<file path="src/rtl/wb_stream_bridge.sv">
// Wishbone classic slave bridging a register window onto a pair of valid/ready streams.
// TX_DATA writes feed an outbound FIFO; inbound beats land in an RX FIFO drained by RX_DATA reads.
module wb_stream_bridge #(
    parameter logic [31:0] BASE_ADDR = 32'h3000_0000,
    parameter int unsigned DATA_W    = 32,
    parameter int unsigned TX_DEPTH  = 4,
    parameter int unsigned RX_DEPTH  = 4
) (
    input  logic              wb_clk_i,
    input  logic              wb_rst_i,
    input  logic              wbs_cyc_i,
    input  logic              wbs_stb_i,
    input  logic              wbs_we_i,
    input  logic [3:0]        wbs_sel_i,
    input  logic [31:0]       wbs_adr_i,
    input  logic [31:0]       wbs_dat_i,
    output logic              wbs_ack_o,
    output logic [31:0]       wbs_dat_o,
    output logic              tx_valid_o,
    output logic [DATA_W-1:0] tx_data_o,
    input  logic              tx_ready_i,
    input  logic              rx_valid_i,
    input  logic [DATA_W-1:0] rx_data_i,
    output logic              rx_ready_o,
    output logic [2:0]        irq
);

    localparam int unsigned TX_AW = $clog2(TX_DEPTH);
    localparam int unsigned RX_AW = $clog2(RX_DEPTH);

    localparam logic [5:0] OFF_TX_DATA = 6'd0;
    localparam logic [5:0] OFF_RX_DATA = 6'd1;
    localparam logic [5:0] OFF_STATUS  = 6'd2;
    localparam logic [5:0] OFF_IRQ_EN  = 6'd3;

    // FIFO storage and pointers (extra MSB separates full from empty)
    logic [DATA_W-1:0] tx_mem [TX_DEPTH];
    logic [DATA_W-1:0] rx_mem [RX_DEPTH];
    logic [TX_AW:0]    tx_wr_ptr, tx_rd_ptr, tx_count;
    logic [RX_AW:0]    rx_wr_ptr, rx_rd_ptr, rx_count;
    logic              tx_empty, tx_full, rx_empty, rx_full;

    logic              ack_q;
    logic [31:0]       dat_q;
    logic [2:0]        irq_en;
    logic [2:0]        irq_q;
    logic              overflow, underflow;

    logic              hit_c, bus_req_c, accept_c;
    logic [5:0]        off_c;
    logic              tx_wr_req_c, tx_push_c, tx_pop_c;
    logic              rx_rd_c, rx_pop_c, rx_push_c;
    logic              ovf_set_c, udf_set_c, status_wr_c, irq_en_wr_c;
    logic [2:0]        tx_count_sat, rx_count_sat;
    logic [2:0]        irq_cond_c;
    logic [31:0]       rdata_c;
    logic              unused_c;

    assign tx_count = tx_wr_ptr - tx_rd_ptr;
    assign rx_count = rx_wr_ptr - rx_rd_ptr;
    assign tx_empty = (tx_wr_ptr == tx_rd_ptr);
    assign rx_empty = (rx_wr_ptr == rx_rd_ptr);
    assign tx_full  = (tx_wr_ptr[TX_AW] != tx_rd_ptr[TX_AW]) &&
                      (tx_wr_ptr[TX_AW-1:0] == tx_rd_ptr[TX_AW-1:0]);
    assign rx_full  = (rx_wr_ptr[RX_AW] != rx_rd_ptr[RX_AW]) &&
                      (rx_wr_ptr[RX_AW-1:0] == rx_rd_ptr[RX_AW-1:0]);

    assign tx_valid_o = ~tx_empty;
    assign tx_data_o  = tx_mem[tx_rd_ptr[TX_AW-1:0]];
    assign rx_ready_o = ~wb_rst_i;
    assign wbs_ack_o  = ack_q;
    assign wbs_dat_o  = dat_q;
    assign irq        = irq_q;

    // Bus decode; a live ack blocks re-acceptance of the same strobe
    assign off_c     = wbs_adr_i[7:2];
    assign hit_c     = (wbs_adr_i[31:8] == BASE_ADDR[31:8]);
    assign bus_req_c = wbs_cyc_i & wbs_stb_i & hit_c & ~ack_q & ~wb_rst_i;

    // A full TX FIFO stalls the write unless the stream drains a slot this cycle
    assign tx_pop_c    = tx_valid_o & tx_ready_i & ~wb_rst_i;
    assign tx_wr_req_c = bus_req_c & wbs_we_i & (off_c == OFF_TX_DATA);
    assign tx_push_c   = tx_wr_req_c & (~tx_full | tx_pop_c);
    assign accept_c    = bus_req_c & ~(tx_wr_req_c & ~tx_push_c);

    assign rx_rd_c   = accept_c & ~wbs_we_i & (off_c == OFF_RX_DATA);
    assign rx_pop_c  = rx_rd_c & ~rx_empty;
    assign udf_set_c = rx_rd_c & rx_empty;
    assign rx_push_c = rx_valid_i & rx_ready_o & ~rx_full;
    assign ovf_set_c = rx_valid_i & rx_ready_o & rx_full;

    assign status_wr_c = accept_c & wbs_we_i & (off_c == OFF_STATUS) & wbs_sel_i[1];
    assign irq_en_wr_c = accept_c & wbs_we_i & (off_c == OFF_IRQ_EN) & wbs_sel_i[0];

    assign irq_cond_c = {overflow | underflow, tx_empty, ~rx_empty};

    assign unused_c = ^{wbs_sel_i[3:2], wbs_adr_i[1:0], wbs_dat_i};

    // Occupancy fields in STATUS are 3 bits and clamp at 7
    always_comb begin
        tx_count_sat = 3'd7;
        rx_count_sat = 3'd7;
        if (32'(tx_count) <= 32'd7) begin
            tx_count_sat = 3'(tx_count);
        end
        if (32'(rx_count) <= 32'd7) begin
            rx_count_sat = 3'(rx_count);
        end
    end

    always_comb begin
        rdata_c = '0;
        case (off_c)
            OFF_RX_DATA: begin
                if (!rx_empty) begin
                    rdata_c = 32'(rx_mem[rx_rd_ptr[RX_AW-1:0]]);
                end
            end
            OFF_STATUS:  rdata_c = {23'b0, underflow, overflow, rx_count_sat, tx_count_sat, tx_full};
            OFF_IRQ_EN:  rdata_c = {29'b0, irq_en};
            default:     rdata_c = '0;
        endcase
    end

    always_ff @(posedge wb_clk_i) begin
        if (tx_push_c) begin
            tx_mem[tx_wr_ptr[TX_AW-1:0]] <= wbs_dat_i[DATA_W-1:0];
        end
        if (rx_push_c) begin
            rx_mem[rx_wr_ptr[RX_AW-1:0]] <= rx_data_i;
        end
    end

    // Control state; sticky set events take priority over a same-cycle clear
    always_ff @(posedge wb_clk_i) begin
        if (wb_rst_i) begin
            tx_wr_ptr <= '0;
            tx_rd_ptr <= '0;
            rx_wr_ptr <= '0;
            rx_rd_ptr <= '0;
            ack_q     <= 1'b0;
            dat_q     <= '0;
            irq_en    <= '0;
            irq_q     <= '0;
            overflow  <= 1'b0;
            underflow <= 1'b0;
        end else begin
            ack_q <= accept_c;
            dat_q <= (accept_c && !wbs_we_i) ? rdata_c : 32'd0;
            if (tx_push_c) tx_wr_ptr <= tx_wr_ptr + (TX_AW+1)'(1);
            if (tx_pop_c)  tx_rd_ptr <= tx_rd_ptr + (TX_AW+1)'(1);
            if (rx_push_c) rx_wr_ptr <= rx_wr_ptr + (RX_AW+1)'(1);
            if (rx_pop_c)  rx_rd_ptr <= rx_rd_ptr + (RX_AW+1)'(1);
            overflow  <= ovf_set_c | (overflow  & ~(status_wr_c & wbs_dat_i[7]));
            underflow <= udf_set_c | (underflow & ~(status_wr_c & wbs_dat_i[8]));
            if (irq_en_wr_c) irq_en <= wbs_dat_i[2:0];
            irq_q <= irq_en & irq_cond_c;
        end
    end

endmodule

</file>
<file path="config.mk">
export PLATFORM = sky130hd
export DESIGN_NAME = wb_stream_bridge
export DESIGN_NICKNAME = d
export VERILOG_FILES = /design/src/rtl/wb_stream_bridge.sv
export SDC_FILE = /design/constraint.sdc
export NUM_CORES = 1
export LEC_CHECK = 0
export BUFFER_PORTS_ARGS = -buffer_cell sky130_fd_sc_hd__buf_4
export CORE_MARGIN = 1.5
export CORE_UTILIZATION = 30
export CTS_BUF_LIST = sky130_fd_sc_hd__clkbuf_4 sky130_fd_sc_hd__clkbuf_8
export DETAILED_ROUTE_END_ITERATION = 12
export SLEW_MARGIN = 20
export SYNTH_ARGS = -nofsm -noshare
export SYNTH_HDL_FRONTEND = slang
export SYNTH_SLANG_ARGS = --single-unit
</file>
<file path="constraint.sdc">
create_clock -name wb_clk_i -period 4.8 [get_ports wb_clk_i]
set_input_delay 0.72 -clock wb_clk_i [delete_from_list [all_inputs] [get_ports wb_clk_i]]
set_output_delay 0.72 -clock wb_clk_i [all_outputs]
set_load 0.005 [all_outputs]
</file>
# [Word level (Yosys, flattened, before mapping)]
# Memories as Yosys holds them, arrays and structs flattened. A register that Yosys moved wholly into a read port is not among the register bits.
# Cells that the tools add are included.
[word_totals] regBits=53 ramBits=256 inputBits=107 out_inout_bits=70 n_memories=2
[op_classes] n_addsub=6 n_eq_ne=10 n_mux=10 bitwise_logic=44 n_reduce_logical=6
[memory_table] name="rx_mem" depth=4 width=32 rd=1 rd_ports_with_merged_regs=1 write_ports=1 line="38" source="logic [DATA_W-1:0] rx_mem [RX_DEPTH];"
[memory_table] name="tx_mem" depth=4 width=32 rd=1 rd_ports_with_merged_regs=1 write_ports=1 line="37" source="logic [DATA_W-1:0] tx_mem [TX_DEPTH];"
[ops] operator="one-hot mux 32 bit (3 select lines)" n=1
[ops] operator="two-way mux 32 bit" n=1
[ops] operator="bitwise AND 1 bit" n=27
[ops] operator="== test 24 x 22 -> 1 bit, second input constant" n=1
[ops] operator="adder 3 x 1 -> 3 bit, second input constant" n=4
[ops] operator="== test 6 x 2 -> 1 bit, second input constant" n=2
[ops] operator="inverter 1 bit" n=12
[ops] operator="two-way mux 2 bit" n=4
[ops] operator="== test 3 bit" n=2
[ops] operator="== test 6 x 1 -> 1 bit, second input constant" n=1
[ops] operator="zero test 6 bit" n=1
[ops] operator="subtractor 3 bit" n=2
[ops] operator="== test 2 bit" n=2
[ops] operator="two-way mux 1 bit" n=4
[ops] operator="OR 1 bit" n=4
[ops] operator="bitwise AND 3 bit" n=1
[ops] operator="logical AND 1 bit" n=3
[ops] operator="inequality test 1 bit" n=2
[ops] operator="OR reduction 2 bit" n=1
[ops] operator="zero test 1 bit" n=1

# [Longest topological paths before layout]
# Gate-level depths: netlist of run 1.
[logic_depth] word_depth=18 ltp_mapped=7 depth_no_buf=7

# [Least setup slack after synthesis of run 1]
# No wires, ideal clock.
[synth_path] path_kind="input to register" startpoint="input port wb_rst_i" endpoint="memory rx_mem[3][0] (enable)" t_arrival_ps=3353 required_ps=4339 path_slack_ps=986 stages=3 path_buffers=2 cell_sequence="clkbuf_1 > clkbuf_1 > nor3_1"
[synth_via] elab_chain_cells=5
[synth_lines] item="from (decl)" line="10" source="input logic wb_rst_i,"
[synth_lines] item="inverter 1 bit" line="70" source="assign rx_ready_o = ~wb_rst_i;"
[synth_lines] item="bitwise AND 1 bit (2 in a row)" line="89" source="assign rx_push_c = rx_valid_i & rx_ready_o & ~rx_full;"
[synth_lines] item="two-way mux 1 bit" line="129" source="if (rx_push_c) begin"
[synth_lines] item="two-way mux 1 bit (not written as such)" line="130" source="rx_mem[rx_wr_ptr[RX_AW-1:0]] <= rx_data_i;"
[synth_lines] item="to (decl)" line="38"
# Every way passes these cells.

==> reports/summary.txt, run 1 <==
outcome - finished, final reports clean
RSZ-0062 raised after global routing - no
Mapped Cells - 569
VDD IR-drop max - 0.2853 mV
worst r2r src - tx_wr_ptr[0]$_SDFFE_PP0P_
relative slew slack - 0.3451
Nets - 903
die area - 39690 sq um
DR DRC count - 0
final core utilization - 0.3870
Ant. Diodes - 0
post-synthesis cell area - 11550 sq um
core area - 37760 sq um
Synth warnings - 0
H-tree level count - 2
sequential share of the synthesized area - 0.7642
Final GP Congestion - 0.7323
Worst Path Max Fanout - 19
# clock sinks - 313
final instance area - 14610 sq um
Rows - 71
die height - 199.2 um
WS Path Type - register to output pin
Post-DP Area - 13450 sq um
Worst Hold End - rx_mem[3][6]$_DFFE_PP_
wire per inst - 18.34 um
PwrDens - 389.7 nW/um^2
r2r setup slk - 1.96 ns
via/cell ratio - 4.494
GRT Overall Usage - 0.1255
worst path bufs/invs - 2
Layout Cells excl Fill - 1335
Hold Crit Depth - 1
setup TNS - 0 ns
Hold Path Class - input pin to register
gr ovfl total - 0
number of port buffers - 172
Max stage delay cell, worst path - dfxtp_2
Num CTS Buffers - 53
# setup viols final - 0
reg2reg path depth - 6
CP required - 4.08 ns
Least-Margin Pin Slew - 0.9734 ns
worst r2r dst - tx_mem[0][26]$_DFFE_PP_
Root Driver - clkbuf_8
CP delay by family, top - flip-flops
syn_area_per_cell - 20.30 sq um
first-pass GRT wire length - 36990 um
period utilisation layout - 0.6806
final WL - 24490 um
Worst setup SP type - register
Final Hold Viols - 0
layout cells sized above 1 - 0.4320
critical path's most frequent cell - buf_4
Crit path arrival time - 2.55 ns
fmax - 0.3061 GHz
Starting Density - 0.3060
Iter 0 DRT Violations - 293
fraction of registers with async set/reset - 0
later-pin clock latency in the skew report - 0.60 ns
CTS tree - built
slowest stage delay, CP - 0.79 ns
count of cell types in the netlist - 46
Post-synth EDFFs - 256
CTS clock-pin slew for the worst setup and hold paths - 0.06 ns
Leak - 5.022 nW
fill count - 3483
largest net degree at the start of global routing - 33
vias in the first global route - 6506
top_reg_cell synth - edfxtp_1
Post-CTS Resized - 0
CP cell instances - buf_4 > mux4_2 > buf_4
Post-CTS Setup Inserts - 0
die width - 199.2 um
syn_nets - 692
DP HPWL - 14780 um
IO Count - 177
Max Cap Viol - 0
Yosys reg bits - 313
CTS Buffer Depth - 3
Critical Path End Type - output pin
# hold bufs at CTS - 0
Tmin final - 3.267 ns
ANT nets after route - 0
final slew viol count - 0
Cells after DPL - 1236
vias post-DR - 5999
drt pass-1 iters - 4
Min-Delay Startpoint - rx_data_i[6]
Final Skew - 0.01321 ns
Area Overhead vs Synth - 26.49%
Final WS setup - 1.533 ns
DP Worst Slack - 1.419 ns
initial antenna violation count - 1
==> cell usage in the layout (no fill, tap or decap), types with 2 or more instances in the layout <==
master and n:
nand3_1 7, ha_1 14, a22oi_1 6, clkbuf_8 59, bufinv_16 5, xor2_1 5
clkinv_2 11, dfxtp_2 3, buf_4 179, inv_1 13, clkinvlp_4 3, nor4_1 8
nor2_1 30, clkbuf_4 12, fa_1 2, dfxtp_1 54, nand2_1 6, mux2i_1 6
o211a_1 2, a222oi_1 3, clkinv_1 9, a21oi_1 3, nand4_1 3, nor2b_2 9
and3_1 2, edfxtp_1 256, nor3b_1 2, nor4bb_1 2, nor2b_1 15, and2_2 7
xnor2_1 6, mux4_2 64
==> power breakdown <==
part	leakage (nW)	internal (mW)	switching, mW
clock network	0.608	1.50	1.06
logic	1.64	0.0805	0.0759
registers	2.77	2.97	0.0104
==> worst reg2reg max path: stages (launching register included) <==
cell	delay [ns]
dfxtp_1	0.40
inv_1	0.11
ha_1	0.34
nand2_1	0.11
a211oi_1	0.09
nor4b_2	0.51
and2_2	0.88
==> how the worst max path moves through the flow <==
| stage | start | to | slack, ns | depth (start not counted) |
|---|---|---|---|---|
| floorplan | wb_rst_i | rx_mem[3][0]$_DFFE_PP_ | 0.99 | 3 |
| global placement | wbs_adr_i[5] | tx_mem[3][9]$_DFFE_PP_ | 1.42 | 5 |
| detailed placement | wbs_adr_i[5] | tx_mem[3][6]$_DFFE_PP_ | 1.42 | 5 |
| CTS | register | tx_data_o[20] | 1.38 | 3 |
| global route | register | tx_data_o[20] | 1.32 | 3 |
| finish | register | tx_data_o[12] | 1.53 | 3 |
==> layer usage <==
| layer | vias to the layer above | track usage | share of wire |
|---|---|---|---|
| met5 | - | 0 | 0.00057 |
| li1 | 2703 | - | - |
| met3 | 51 | 0.04624 | 0.092 |
| met1 | 3040 | 0.1504 | 0.41 |
| met4 | 2 | 0.05219 | 0.025 |
| met2 | 203 | 0.2035 | 0.47 |
==> kinds of logic after synthesis <==
family          after synthesis  share of synthesized area
mux                          71                     0.1309
xor+xnor                     11                   0.008339
fa+ha+maj                    16                    0.01863
flops                       313                     0.7642
buf+inv                      36                    0.01321
compound gates               21                    0.01386
simple gates                101                    0.05080
==> per-stage QoR <==
step | total power [mW] | hold slack (ns)
detailed placement | 3.197 | 0.4988
CTS | 5.808 | 0.2353
floorplan | 3.086 | 0.4419
finish | 5.695 | 0.3179
global route | 5.920 | 0.2597
global placement | 3.191 | 0.4966
==> cell type report <==
type                    instances  area [sq um]  area share
clock buffers                  71         902.1     0.06173
clock inverters                28         261.5     0.01790
inverters                      13         48.80    0.003339
multi-input cells             220          2585      0.1769
flip-flops and latches        313          8832      0.6044
well taps                     511         639.4     0.04375
repair buffers                179          1344     0.09196
==> flip-flops by register name (all words and copies together) (netlist names), 3 cells and up, named ones only <==
name,flops
tx_rd_ptr,3
irq_en,3
tx_mem,128
tx_wr_ptr,3
wbs_dat_o,32
rx_rd_ptr,3
rx_mem,128
irq,3
rx_wr_ptr,3
==> synthesized netlist by cell type, drive strengths merged, types with 2 or more instances <==
library cell	count	area (sq um)
a222oi	3	30.03
edfxtp	256	7687
a21oi	3	15.01
xor2	5	43.79
buf	11	58.81
a22oi	6	45.04
inv	13	48.80
o211a	2	20.02
nor3b	2	15.01
o21ai	2	10.00
fa	2	40.04
nor2	30	112.6
nor2b	24	172.7
dfxtp	57	1141
nand4	3	18.77
mux4	64	1441
and3	2	12.51
nand3	7	35.03
nor4	8	50.05
ha	14	175.2
and2	7	43.79
nor4bb	2	20.02
clkbuf	12	45.04
mux2i	6	60.06
or4	2	18.77
xnor2	6	52.55
nand2	6	22.52
No activity file was read; power rests on OpenSTA's default activity.
==> inputs of run 2 (changes only) <==
--- a/config.mk
+++ b/config.mk
@@ -5,6 +5,7 @@
 export SDC_FILE = /design/constraint.sdc
 export NUM_CORES = 1
 export LEC_CHECK = 0
+export ABC_AREA = 1
 export BUFFER_PORTS_ARGS = -buffer_cell sky130_fd_sc_hd__buf_4
 export CORE_MARGIN = 1.5
 export CORE_UTILIZATION = 30
==> constraint.sdc (replaced) <==
create_clock -name wb_clk_i -period 3.15 [get_ports wb_clk_i]
set_input_delay 0.4725 -clock wb_clk_i [delete_from_list [all_inputs] [get_ports wb_clk_i]]
set_output_delay 0.4725 -clock wb_clk_i [all_outputs]
set_load 0.005 [all_outputs]
==> run 2 against run 1 <==
Net effect: global-route usage grew 0.58 points; utilization fell by 0.20 points; first-iteration DRC count up 48%; critical endpoint is now tx_data_o[1]; design area increased by 2.8%; critical path type unchanged; power rose by 54%; flip-flop and latch count is the same; largest cell class unchanged.
==> reports/summary.txt, run 2 <==
Nets - 1273
CP required - 2.68 ns
fmax - 0.3993 GHz
Worst Path Max Fanout - 28
final WL - 27040 um
Final GP Congestion - 0.7642
Tmin final - 2.505 ns
CTS clock-pin slew for the worst setup and hold paths - 0.07 ns
via/cell ratio - 4.510
Fin Hold WS - 0.08182 ns
Area Overhead vs Synth - 25.55%
Rows - 72
Max Cap Viol - 0
fill count - 3715
Synth Area in Compound Gates - 0.1082
Least-Margin Pin Slew - 0.7407 ns
top_reg_cell synth - edfxtp_1
setup TNS - 0 ns
Synth warnings - 0
die area - 41080 sq um
largest net degree at the start of global routing - 65
H-tree level count - 2
Critical Path End Type - output pin
IO Count - 177
vias in the first global route - 7604
DR DRC count - 0
count of cell types in the netlist - 37
Synth Area in XOR/XNOR - 0
Hold Path Class - input pin to register
DP HPWL - 16390 um
Num CTS Buffers - 51
initial antenna violation count - 0
CTS tree - built
most frequent cells in the layout - 256 x edfxtp_1, 219 x nor2_1, 189 x buf_4, 124 x o21ai_0, 56 x clkbuf_8
# setup viols final - 0
# clock sinks - 313
post-synthesis cell area - 11960 sq um
CTS Buffer Depth - 3
Synth area leaders - edfxtp_1 64%, dfxtp_1 9.5%, nor2_1 7.1%
top-area cell type share of the netlist area - 0.6427
number of port buffers - 172
synth cell count leaders - 256 x edfxtp_1, 226 x nor2_1, 124 x o21ai_0
Mapped Cells - 948
mux cell area share after synthesis - 0
most common cell after layout, fill and taps aside - edfxtp_1
period utilisation layout - 0.7951
Worst setup SP type - register
WS Path Type - register to output pin
GRT Overall Usage - 0.1313
Final Skew - 0.02033 ns
layout cells sized above 1 - 0.2704
main combinational cell family by area after synthesis - compound AO/OA/AOI/OAI gates
Post-CTS Setup Inserts - 0
count leader, synth - edfxtp_1
die width - 202.7 um
relative slew slack - 0.5055
ANT nets after route - 0
die height - 202.7 um
Leak - 5.510 nW
r2r setup slk - 0.81 ns
fraction of registers with async set/reset - 0
outcome - finished, final reports clean
Root Driver - clkbuf_8
Yosys reg bits - 313
gr ovfl total - 0
later-pin clock latency in the skew report - 0.59 ns
first-pass GRT wire length - 42130 um
final slew viol count - 0
Ant. Diodes - 0
post-synthesis adder-cell area fraction - 0.01799
Simple-Gate Fraction of Synth Area - 0.1024
syn_nets - 1071
Final Hold Viols - 0
Iter 0 DRT Violations - 433
VDD IR-drop max - 0.3548 mV
PwrDens - 585.1 nW/um^2
Post-synth EDFFs - 256
syn_area_per_cell - 12.62 sq um
sequential share of the synthesized area - 0.7381
Starting Density - 0.3066
Crit path arrival time - 2.03 ns
Post-CTS Resized - 0
vias post-DR - 7708
core area - 39010 sq um
# hold bufs at CTS - 0
drt pass-1 iters - 4
RSZ-0062 raised after global routing - no
wire per inst - 15.82 um
Yosys top cell by area - edfxtp_1
-- run 2: cells by family (layout without fill, tap and decap cells) --
family | count (synthesis) | count (layout)
buffers and inverters | 99 | 342
DFF | 313 | 313
and+or+nand+nor | 294 | 294
AOI/OAI and AO/OA | 226 | 226
adders and majority gates | 16 | 16
-- run 2: final cells by class --
cell class | instances | area [sq um] | area share
Clock inverter | 24 | 185.2 | 0.01233
Sequential cell | 313 | 8831 | 0.5880
Tap cell | 518 | 648.1 | 0.04316
Timing Repair Buffer | 192 | 1479 | 0.09848
Multi-Input combinational cell | 536 | 2786 | 0.1855
Clock buffer | 70 | 875.8 | 0.05832
Inverter | 56 | 212.7 | 0.01416
-- run 2: path summary, 6_finish.rpt --
kind                             startpoint                        end  cells after the start
setup / recovery                   register               tx_data_o[1]                      6
hold / removal                rx_data_i[18]    rx_mem[0][18]$_DFFE_PP_                      1
setup reg to reg  tx_wr_ptr[0]$_SDFFE_PP0P_     tx_mem[3][3]$_DFFE_PP_                     12
hold reg to reg   tx_rd_ptr[2]$_SDFFE_PP0P_  tx_rd_ptr[2]$_SDFFE_PP0P_                      2
-- run 2: layer usage --
metal | part of all wire | GRT usage | routed length [um] | up-vias
li1 | - | - | - | 3769
met1 | 0.44 | 0.1664 | 11890 | 3690
met2 | 0.48 | 0.2210 | 12900 | 199
met3 | 0.065 | 0.03274 | 1748 | 50
met4 | 0.019 | 0.03942 | 507 | 0
met5 | 0 | 0 | 0 | -
-- run 2: worst max-delay path, cell delays in order (launching register included) --
cell and delay, ns:
dfxtp_1 0.31, buf_4 0.18, inv_1 0.13, buf_4 0.34, o21ai_0 0.15, o22ai_1 0.17
buf_4 0.16
-- run 2: per-stage QoR --
stage | setup WS, ns | power (mW) | instance area (sq um) | util | cells
2_1_floorplan | 0.2230 | 4.904 | 11960 | - | 948
3_3_place_gp | 0.7569 | 5.263 | 13960 | 0.3578 | 1615
3_5_place_dp | 0.7386 | 5.277 | 13960 | 0.3578 | 1615
4_1_cts | 0.5654 | 8.921 | 15020 | 0.3850 | 1709
5_1_grt | 0.4360 | 9.146 | 15020 | 0.3850 | 1709
6_report | 0.6453 | 8.788 | 15020 | 0.3850 | 1709
-- run 2: power breakdown --
part | switching, mW | internal (mW) | leakage [nW]
Sequential | 0.0141 | 4.52 | 2.77
Clock | 1.56 | 2.05 | 0.558
Combinational | 0.361 | 0.285 | 2.18
Total | 1.93 | 6.85 | 5.51
==> inputs of run 3 (changes only) <==
--- a/config.mk
+++ b/config.mk
@@ -5,7 +5,7 @@
 export SDC_FILE = /design/constraint.sdc
 export NUM_CORES = 1
 export LEC_CHECK = 0
-export ABC_AREA = 1
+export ABC_AREA = 0
 export BUFFER_PORTS_ARGS = -buffer_cell sky130_fd_sc_hd__buf_4
 export CORE_MARGIN = 1.5
 export CORE_UTILIZATION = 30
==> constraint.sdc (replaced) <==
create_clock -name wb_clk_i -period 2.5 [get_ports wb_clk_i]
set_input_delay 0.375 -clock wb_clk_i [delete_from_list [all_inputs] [get_ports wb_clk_i]]
set_output_delay 0.375 -clock wb_clk_i [all_outputs]
set_load 0.005 [all_outputs]
==> run 3 against run 2 <==
Net effect: largest cell class unchanged; flip-flop and latch count is the same; design area grew 3.2%; sequential power grew 26%; critical path type unchanged; clock-buffer cell count grew 8.
==> reports/summary.txt, run 3 (synthesis gave the netlist of run 1 again) <==
reg2reg path depth - 6
most common cell after layout, fill and taps aside - edfxtp_1
fmax - 0.4361 GHz
Num CTS Buffers - 52
Rows - 71
Leak - 5.429 nW
most frequent cells in the layout - 256 x edfxtp_1, 197 x buf_4, 64 x mux4_2, 62 x dlygate4sd3_1, 58 x clkbuf_8
Max stage delay cell, worst path - mux4_2
initial antenna violation count - 1
largest net degree at the start of global routing - 33
gr ovfl total - 0
Final Skew - 0.02034 ns
Reg area - 8832 sq um
Final GP Congestion - 0.7500
worst path bufs/invs - 2
ANT nets after route - 0
CP required - 2.12 ns
Hold Path Class - input pin to register
CTS clock-pin slew for the worst setup and hold paths - 0.06 ns
RSZ-0062 raised after global routing - no
CP cell instances - buf_12 > mux4_2 > buf_4
relative slew slack - 0.6875
Area Overhead vs Synth - 34.18%
PwrDens - 692.8 nW/um^2
Nets - 992
slowest stage delay, CP - 0.57 ns
drt pass-1 iters - 4
H-tree level count - 2
Iter 0 DRT Violations - 234
Starting Density - 0.3060
Worst path depth - 3
worst r2r src - rx_wr_ptr[0]$_SDFFE_PP0P_
CP Capture Point - tx_data_o[9]
GRT Overall Usage - 0.1255
Worst Path Max Fanout - 32
die width - 199.2 um
number of port buffers - 172
layout cells sized above 1 - 0.4231
final WL - 24410 um
vias post-DR - 6170
IO Count - 177
CP delay by family, top - multiplexers
Crit path arrival time - 1.92 ns
Critical Path End Type - output pin
CTS tree - built
final instance area - 15500 sq um
Tmin final - 2.293 ns
die area - 39690 sq um
via/cell ratio - 4.339
CTS Buffer Depth - 3
Worst setup SP type - register
first-pass GRT wire length - 37490 um
VDD IR-drop max - 0.5723 mV
worst r2r dst - wbs_dat_o[20]$_SDFF_PP0_
later-pin clock latency in the skew report - 0.57 ns
r2r setup slk - 0.28 ns
area taken by multi-input logic gates - 2591 sq um
fill count - 3407
Final Hold Viols - 0
Final WS setup - 0.2068 ns
WS Path Type - register to output pin
vias in the first global route - 6766
final slew viol count - 0
Root Driver - clkbuf_8
DP HPWL - 15460 um
DR DRC count - 0
wire per inst - 17.17 um
die height - 199.2 um
Post-DP Area - 13790 sq um
outcome - finished, final reports clean
setup TNS - 0 ns
# setup viols final - 0
DP Worst Slack - 0.02750 ns
core area - 37760 sq um
period utilisation layout - 0.9173
Least-Margin Pin Slew - 0.4688 ns
# clock sinks - 313
Max Cap Viol - 0
## run 3: changes by cell type in the layout (fill, tap and decap cells not counted), moves of 13 or more
cell	before	now
a21oi_1	16	3
nor2_1	219	30
dlygate4sd3_1	0	62
o22ai_1	42	0
o21ai_0	124	1
inv_1	47	13
a21oi_2	21	0
nor2b_1	0	15
mux4_2	0	64
nand2_1	40	6
## run 3: layout make-up
type / instances / share of cell area
Timing Repair Buffer: 269 / 0.1484
Clock inverter: 17 / 0.008960
Sequential cell: 313 / 0.5698
Tap cell: 511 / 0.04125
Antenna cell: 1 / 0.0001614
Clock buffer: 78 / 0.06118
Inverter: 13 / 0.003148
Multi-Input combinational cell: 220 / 0.1672
## run 3: per-layer routing
metal | GRT usage | wire, um | up-vias
met3 | 0.04236 | 1869 | 46
met5 | 0 | 0 | -
met4 | 0.04237 | 526 | 0
met1 | 0.1451 | 9874 | 3056
met2 | 0.2172 | 12140 | 181
li1 | - | - | 2887
## run 3: worst min path at each step
stage	from	to	slack, ns	cells after the start
final	wbs_dat_i[8]	tx_mem[0][8]$_DFFE_PP_	0.05	1
after global routing	wbs_dat_i[8]	tx_mem[3][8]$_DFFE_PP_	0.01	1
after CTS	wbs_dat_i[7]	tx_mem[3][7]$_DFFE_PP_	0.004	1
after detailed placement	irq_en[2]$_SDFFE_PP0P_	irq[2]$_SDFF_PP0_	0.50	1
after global placement	tx_rd_ptr[1]$_SDFFE_PP0P_	tx_rd_ptr[1]$_SDFFE_PP0P_	0.49	2
after floorplan	irq_en[2]$_SDFFE_PP0P_	irq[2]$_SDFF_PP0_	0.44	1
## run 3: timing repair
action / 4_1_cts / 5_1_grt
resized for setup: 0 / 0
setup endpoints to repair: 0 / 0
hold endpoints to repair: 242 / 2
buffers inserted: 0 / 0
hold buffers: 61 / 1
## run 3: metrics by stage
step	util	instances	hold slack (ns)	total power, mW
finish	0.4106	1422	0.04979	10.74
global route	0.4106	1422	0.01117	11.17
CTS	0.4102	1420	0.004472	10.89
detailed placement	0.3653	1264	0.4981	6.155
global placement	0.3653	1264	0.4937	6.143
floorplan	-	569	0.4419	5.926
## run 3: where the power goes
group | internal, mW | switching (mW) | total, mW
Combinational | 0.231 | 0.170 | 0.401
Clock | 2.63 | 1.98 | 4.62
Sequential | 5.70 | 0.0199 | 5.72
Total | 8.57 | 2.17 | 10.7
